**config.mk**
```make
export PLATFORM = sky130hd
export DESIGN_NAME = dff_pipe_flat
export DESIGN_NICKNAME = d
export VERILOG_FILES = /design/src/rtl/dff_pipe_pkg.sv /design/src/rtl/dff_pipe_if.sv /design/src/rtl/dff_pipe_stage.sv /design/src/rtl/dff_pipe.sv /design/src/flat_wrapper.sv
export SDC_FILE = /design/constraint.sdc
export NUM_CORES = 1
export LEC_CHECK = 0
export CAP_MARGIN = 30
export CORE_ASPECT_RATIO = 1.25
export CORE_MARGIN = 2
export CORE_UTILIZATION = 55
export DETAILED_ROUTE_END_ITERATION = 10
export MAX_ROUTING_LAYER = met4
export PLACE_DENSITY = 0.82
export SLEW_MARGIN = 20
export SYNTH_ARGS = -nofsm -noshare
export SYNTH_HDL_FRONTEND = slang
export SYNTH_SLANG_ARGS = --single-unit
```
**constraint.sdc**
```tcl
create_clock -name clk -period 4.75 [get_ports clk]
set_clock_uncertainty 0.15 [all_clocks]
set_input_delay 0.95 -clock clk [delete_from_list [all_inputs] [get_ports clk]]
set_output_delay 0.95 -clock clk [all_outputs]
set_load 0.01 [all_outputs]
```
**src/rtl/dff_pipe_pkg.sv**
```systemverilog
// Shared types and constants for the dff_pipe elastic register pipeline.
package dff_pipe_pkg;

    localparam int DEF_WIDTH = 8;
    localparam int DEF_DEPTH = 4;

    // Occupancy counter width: must represent 0..DEPTH inclusive.
    function automatic int clog2p1(input int depth);
        return $clog2(depth + 1);
    endfunction

    typedef struct packed {
        logic                 valid;
        logic [DEF_WIDTH-1:0] data;
        logic                 parity;
    } stage_t;

endpackage

```
**src/rtl/dff_pipe_if.sv**
```systemverilog
// Handshake bundle for dff_pipe: producer side, consumer side, flush and occupancy.
interface dff_pipe_if
    import dff_pipe_pkg::*;
#(
    parameter int WIDTH = DEF_WIDTH,
    parameter int DEPTH = DEF_DEPTH
);
    localparam int OW = clog2p1(DEPTH);

    logic             flush;
    logic             in_valid;
    logic             in_ready;
    logic [WIDTH-1:0] d;
    logic             out_valid;
    logic             out_ready;
    logic [WIDTH-1:0] q;
    logic [OW-1:0]    occupancy;

    modport master (
        output flush, in_valid, d, out_ready,
        input  in_ready, out_valid, q, occupancy
    );

    modport slave (
        input  flush, in_valid, d, out_ready,
        output in_ready, out_valid, q, occupancy
    );

endinterface

```
**src/rtl/dff_pipe_stage.sv**
```systemverilog
// One elastic pipeline stage: loads valid+data when ld, otherwise holds; sync clear.
module dff_pipe_stage #(
    parameter int               WIDTH     = 8,
    parameter logic [WIDTH-1:0] RESET_VAL = '0
) (
    input  logic             clk,
    input  logic             reset,
    input  logic             clr,
    input  logic             ld,
    input  logic             valid_in,
    input  logic [WIDTH-1:0] d_in,
    output logic             valid_out,
    output logic [WIDTH-1:0] q_out
);

    logic             valid_d, valid_q;
    logic [WIDTH-1:0] data_d, data_q;

    always_comb begin
        valid_d = valid_q;
        data_d  = data_q;
        if (ld) begin
            valid_d = valid_in;
            data_d  = d_in;
        end
    end

    always_ff @(posedge clk) begin
        if (reset || clr) begin
            valid_q <= 1'b0;
            data_q  <= RESET_VAL;
        end else begin
            valid_q <= valid_d;
            data_q  <= data_d;
        end
    end

    assign valid_out = valid_q;
    assign q_out     = data_q;

endmodule

```
**src/rtl/dff_pipe.sv**
```systemverilog
// DEPTH-stage elastic register pipeline with valid/ready, flush and occupancy.
// Optional per-stage even parity with parity_err output: define DFF_PIPE_PARITY_EN.
module dff_pipe
    import dff_pipe_pkg::*;
#(
    parameter int               WIDTH     = DEF_WIDTH,
    parameter int               DEPTH     = DEF_DEPTH,
    parameter logic [WIDTH-1:0] RESET_VAL = '0
) (
    input  logic       clk,
    input  logic       reset,
`ifdef DFF_PIPE_PARITY_EN
    output logic       parity_err,
`endif
    dff_pipe_if.slave  bus
);

    localparam int OW = clog2p1(DEPTH);

`ifdef DFF_PIPE_PARITY_EN
    localparam int              SW     = WIDTH + 1;
    localparam logic [SW-1:0]   RST_SW = {^RESET_VAL, RESET_VAL};
`else
    localparam int              SW     = WIDTH;
    localparam logic [SW-1:0]   RST_SW = RESET_VAL;
`endif

    logic [DEPTH-1:0] vld;
    logic [DEPTH-1:0] rdy;
    logic [SW-1:0]    data_s [DEPTH];
    logic [SW-1:0]    d_ext;
    logic             in_xfer, out_xfer;
    logic [OW-1:0]    occ_d, occ_q;

`ifdef DFF_PIPE_PARITY_EN
    assign d_ext = {^bus.d, bus.d};
`else
    assign d_ext = bus.d;
`endif

    // Unrolled ready chain: a stage may load if any stage at or after it is empty.
    for (genvar i = 0; i < DEPTH; i++) begin : g_stage
        assign rdy[i] = bus.out_ready || !(&vld[DEPTH-1:i]);

        if (i == 0) begin : g_first
            dff_pipe_stage #(.WIDTH(SW), .RESET_VAL(RST_SW)) u_stage (
                .clk       (clk),
                .reset     (reset),
                .clr       (bus.flush),
                .ld        (rdy[i]),
                .valid_in  (bus.in_valid),
                .d_in      (d_ext),
                .valid_out (vld[i]),
                .q_out     (data_s[i])
            );
        end else begin : g_next
            dff_pipe_stage #(.WIDTH(SW), .RESET_VAL(RST_SW)) u_stage (
                .clk       (clk),
                .reset     (reset),
                .clr       (bus.flush),
                .ld        (rdy[i]),
                .valid_in  (vld[i-1]),
                .d_in      (data_s[i-1]),
                .valid_out (vld[i]),
                .q_out     (data_s[i])
            );
        end
    end

    assign bus.in_ready  = rdy[0] && !bus.flush && !reset;
    assign bus.out_valid = vld[DEPTH-1];
    assign bus.q         = data_s[DEPTH-1][WIDTH-1:0];
    assign bus.occupancy = occ_q;

    assign in_xfer  = bus.in_valid && bus.in_ready;
    assign out_xfer = vld[DEPTH-1] && bus.out_ready;

    always_comb begin
        occ_d = occ_q;
        if (in_xfer && !out_xfer) begin
            occ_d = occ_q + 1'b1;
        end else if (!in_xfer && out_xfer) begin
            occ_d = occ_q - 1'b1;
        end
    end

    always_ff @(posedge clk) begin
        if (reset || bus.flush) begin
            occ_q <= '0;
        end else begin
            occ_q <= occ_d;
        end
    end

    a_occ_matches_valid: assert property (@(posedge clk) disable iff (reset)
        occ_q == OW'($countones(vld)));

`ifdef DFF_PIPE_PARITY_EN
    logic parity_err_d, parity_err_q;

    // Stored word is {parity, data}; its XOR is zero when intact.
    always_comb begin
        parity_err_d = vld[DEPTH-1] && (^data_s[DEPTH-1] != 1'b0);
    end

    always_ff @(posedge clk) begin
        if (reset || bus.flush) begin
            parity_err_q <= 1'b0;
        end else begin
            parity_err_q <= parity_err_d;
        end
    end

    assign parity_err = parity_err_q;
`endif

endmodule

```
**src/flat_wrapper.sv**
```systemverilog
// flat-port wrapper written by rule: the top's interface ports become plain ports
module dff_pipe_flat import dff_pipe_pkg::*;
#(
    parameter int               WIDTH     = DEF_WIDTH,
    parameter int               DEPTH     = DEF_DEPTH,
    parameter logic [WIDTH-1:0] RESET_VAL = '0
)
  (clk, reset, bus_flush, bus_in_valid, bus_d, bus_out_ready, bus_in_ready, bus_out_valid, bus_q, bus_occupancy);
  dff_pipe_if #(.WIDTH(WIDTH), .DEPTH(DEPTH)) bus_i ();
  input  logic clk;
  input  logic reset;
  input wire logic [$bits(bus_i.flush)-1:0] bus_flush;
  input wire logic [$bits(bus_i.in_valid)-1:0] bus_in_valid;
  input wire logic [$bits(bus_i.d)-1:0] bus_d;
  input wire logic [$bits(bus_i.out_ready)-1:0] bus_out_ready;
  output wire logic [$bits(bus_i.in_ready)-1:0] bus_in_ready;
  output wire logic [$bits(bus_i.out_valid)-1:0] bus_out_valid;
  output wire logic [$bits(bus_i.q)-1:0] bus_q;
  output wire logic [$bits(bus_i.occupancy)-1:0] bus_occupancy;
  assign bus_i.flush = bus_flush;
  assign bus_i.in_valid = bus_in_valid;
  assign bus_i.d = bus_d;
  assign bus_i.out_ready = bus_out_ready;
  assign bus_in_ready = bus_i.in_ready;
  assign bus_out_valid = bus_i.out_valid;
  assign bus_q = bus_i.q;
  assign bus_occupancy = bus_i.occupancy;
  dff_pipe #(.WIDTH(WIDTH), .DEPTH(DEPTH), .RESET_VAL(RESET_VAL)) u_core (.clk(clk), .reset(reset), .bus(bus_i));
endmodule
```
==> out/results.ini <==
[clock_tree]
cts_buffers=5
cts.sinks=39
clk_root_buffer_cell=clkbuf_4
ctsHoldBuffers=0
cts_tree=built
path_clk_slew_ns=0.10
cts_setup_buffers=0
cts_max_path_buffers=2
cts_resized=0
clk_latency_ns=0.33
h-tree-depth=2

[synthesis]
synthXorXnorAreaFrac=0.0115
synth_seq_area_share=0.511
yosys-top-cells-count=nand2_1 (50), dfxtp_1 (39), a21oi_1 (33)
synth_edf_count=0
syn_avg_cell_area_um2=8.21
synth_compound_area_frac=0.144
synth.distinct_cells=27
async_flop_share=0
synth_top_family_by_area=simple AND/OR/NAND/NOR gates
synthAdderAreaFrac=0.0213
synth_area_um2=1530
yosys.area_share.simple=0.222
synthesis.instances=186
yosys-top-cells-area=dfxtp_1 (51%), nand2_1 (12%), a21oi_1 (11%), buf_4 (4.9%), o21ai_0 (3.0%)
syn_nets=201
yosysWarnings=0
ys_seq_elements=39
synth_top_cell_area_share=0.511
yosysMostFrequentCell=nand2_1
synthFlopType=dfxtp_1
synth_mux_area_frac=0.00656
synth_top_area_cell=dfxtp_1

[min_path]
hold_path_class=register to register

[detailed_routing]
drtAntennaViolNets=0
via_per_inst=5.14
first_pass_iters=4
wl_per_cell_um=11.4
drcViolationCount=0
num_vias=1209
drtIter0Drc=41
drt_wl_total_um=2680

[sta]
finalCritPeriodShare=0.787
maxSlewHeadroom=0.581
drv_slew=0
fmax_mhz=268
tns_ns=0
rsz0062_at_grt=false
tightest_slew_ns=0.628
setup_viol=0
post-route-min-period_ns=3.74
timing.final.ws_setup_ns=1.01
hold_viol_final=0

[finish]
diodes=0
num-fill-cells=227
drive_gt1_frac=0.0498
area_delta_synth_final_pct=15.7
fin_nets=215
stdcell_count=235

[die]
coreArea_um2=2650
ios=26
start_util=0.575
rows=21
dieArea_um2=3220
die_x_um=51.1
dieHeight_um=62.9

[setup_path]
criticalPathCategory=input pin to primary output
cp.arrival_ns=2.64
end_kind=primary output
critical_path_required_ns=3.65
critPathLaunchType=input pin
worstPathCellList=clkdlybuf4s50_1 -> nand3b_1 -> buf_4 -> nor2_1 -> nor2_1 -> clkdlybuf4s50_1
slowest_stage=clkdlybuf4s50_1
critPathMaxStageDelay_ns=0.50
worstPathMaxFanout=17

[place]
gp_congestion=0.746
dp_cells=227
port_buffers=25
hpwl_um=1890
post-place-ws_ns=1.01

[global_route]
grt_pass1_vias=1075
overflow=0
grt_pass1_wl_um=4510
grt_antenna_before_repair=0
grtUsageTotal=0.193
grt_start_max_net_pins=34

[flow_run]
maxCapViolCount=0

[run_status]
outcome=completed

[power_and_ir_drop]
leakage_nw=0.585
power.total_mw=0.522
power_density_nw_per_um2=296
ir_worst_vdd_uv=272

## routing by layer
layer  wire length (um)  global-route usage  vias to the layer above
met5                  0                   -                        -
met4                 48              0.0709                        0
met3                114              0.0718                        4
met2               1370               0.318                       26
met1               1140               0.207                      548
li1                   -                   -                      631
## state kept, by name, indices dropped and copies added, names as in the netlist
name / count
u_core.g_stage.g_first.u_stage.valid_out: 1
u_core.g_stage.g_next.u_stage.valid_out: 3
u_core.bus.occupancy: 3
u_core.g_stage.g_next.u_stage.q_out: 24
u_core.g_stage.g_first.u_stage.q_out: 8
## report_power, final
part,total (mW),internal (mW),switching [mW]
logic,0.0305,0.0171,0.0133
registers,0.336,0.332,0.00324
clock network,0.156,0.0571,0.0985
## worst paths after layout
kind | from | end | slack [ns] | cells past startpoint
setup / recovery | bus_out_ready | bus_in_ready | 1.01 | 6
setup reg to reg | u_core.g_stage[3].g_next.u_stage.valid_out | u_core.bus.occupancy[2] | 2.21 | 10
hold reg to reg | u_core.g_stage[3].g_next.u_stage.q_out[4] | u_core.g_stage[3].g_next.u_stage.q_out[4] | 0.31 | 2
hold / removal | u_core.g_stage[3].g_next.u_stage.q_out[4] | u_core.g_stage[3].g_next.u_stage.q_out[4] | 0.31 | 2
## critical path: cells and delay by family
| kind | cells | cell delay [ns] |
|---|---|---|
| buf+inv | 3 | 1.18 |
| simple gates | 3 | 0.52 |
## stage by stage
step	hold slack (ns)	instance area [um^2]	utilization
floorplan	0.282	1530	-
global placement	0.290	1710	0.645
detailed placement	0.295	1710	0.645
CTS	0.307	1770	0.665
global route	0.320	1770	0.665
finish	0.306	1770	0.665
## cell families after synthesis
kind of cell | Yosys count
fa+ha+maj | 2
xor+xnor | 2
simple gates | 78
buf+inv | 21
compound gates | 43
flops | 39
mux | 1
## final cells by class
cell class	count	area [um^2]	area share
clock inverters	2	12.5	0.00709
clock buffers	6	41.3	0.0234
repair buffers	27	265	0.150
flip-flops and latches	39	781	0.442
inverters	1	3.75	0.00213
well taps	34	42.5	0.0241
multi-input cells	126	619	0.351
## cell usage in the layout (no fill, tap or decap), types with 2 or more instances in the layout
cell type         n
xor2_1            2
nand3_1           8
clkdlybuf4s50_1  25
nand2_1          50
o21ai_0           9
a21oi_1          33
nor2_1           10
dfxtp_1          39
buf_4             2
clkbuf_4          5
Power figures use the tool's default switching activity.
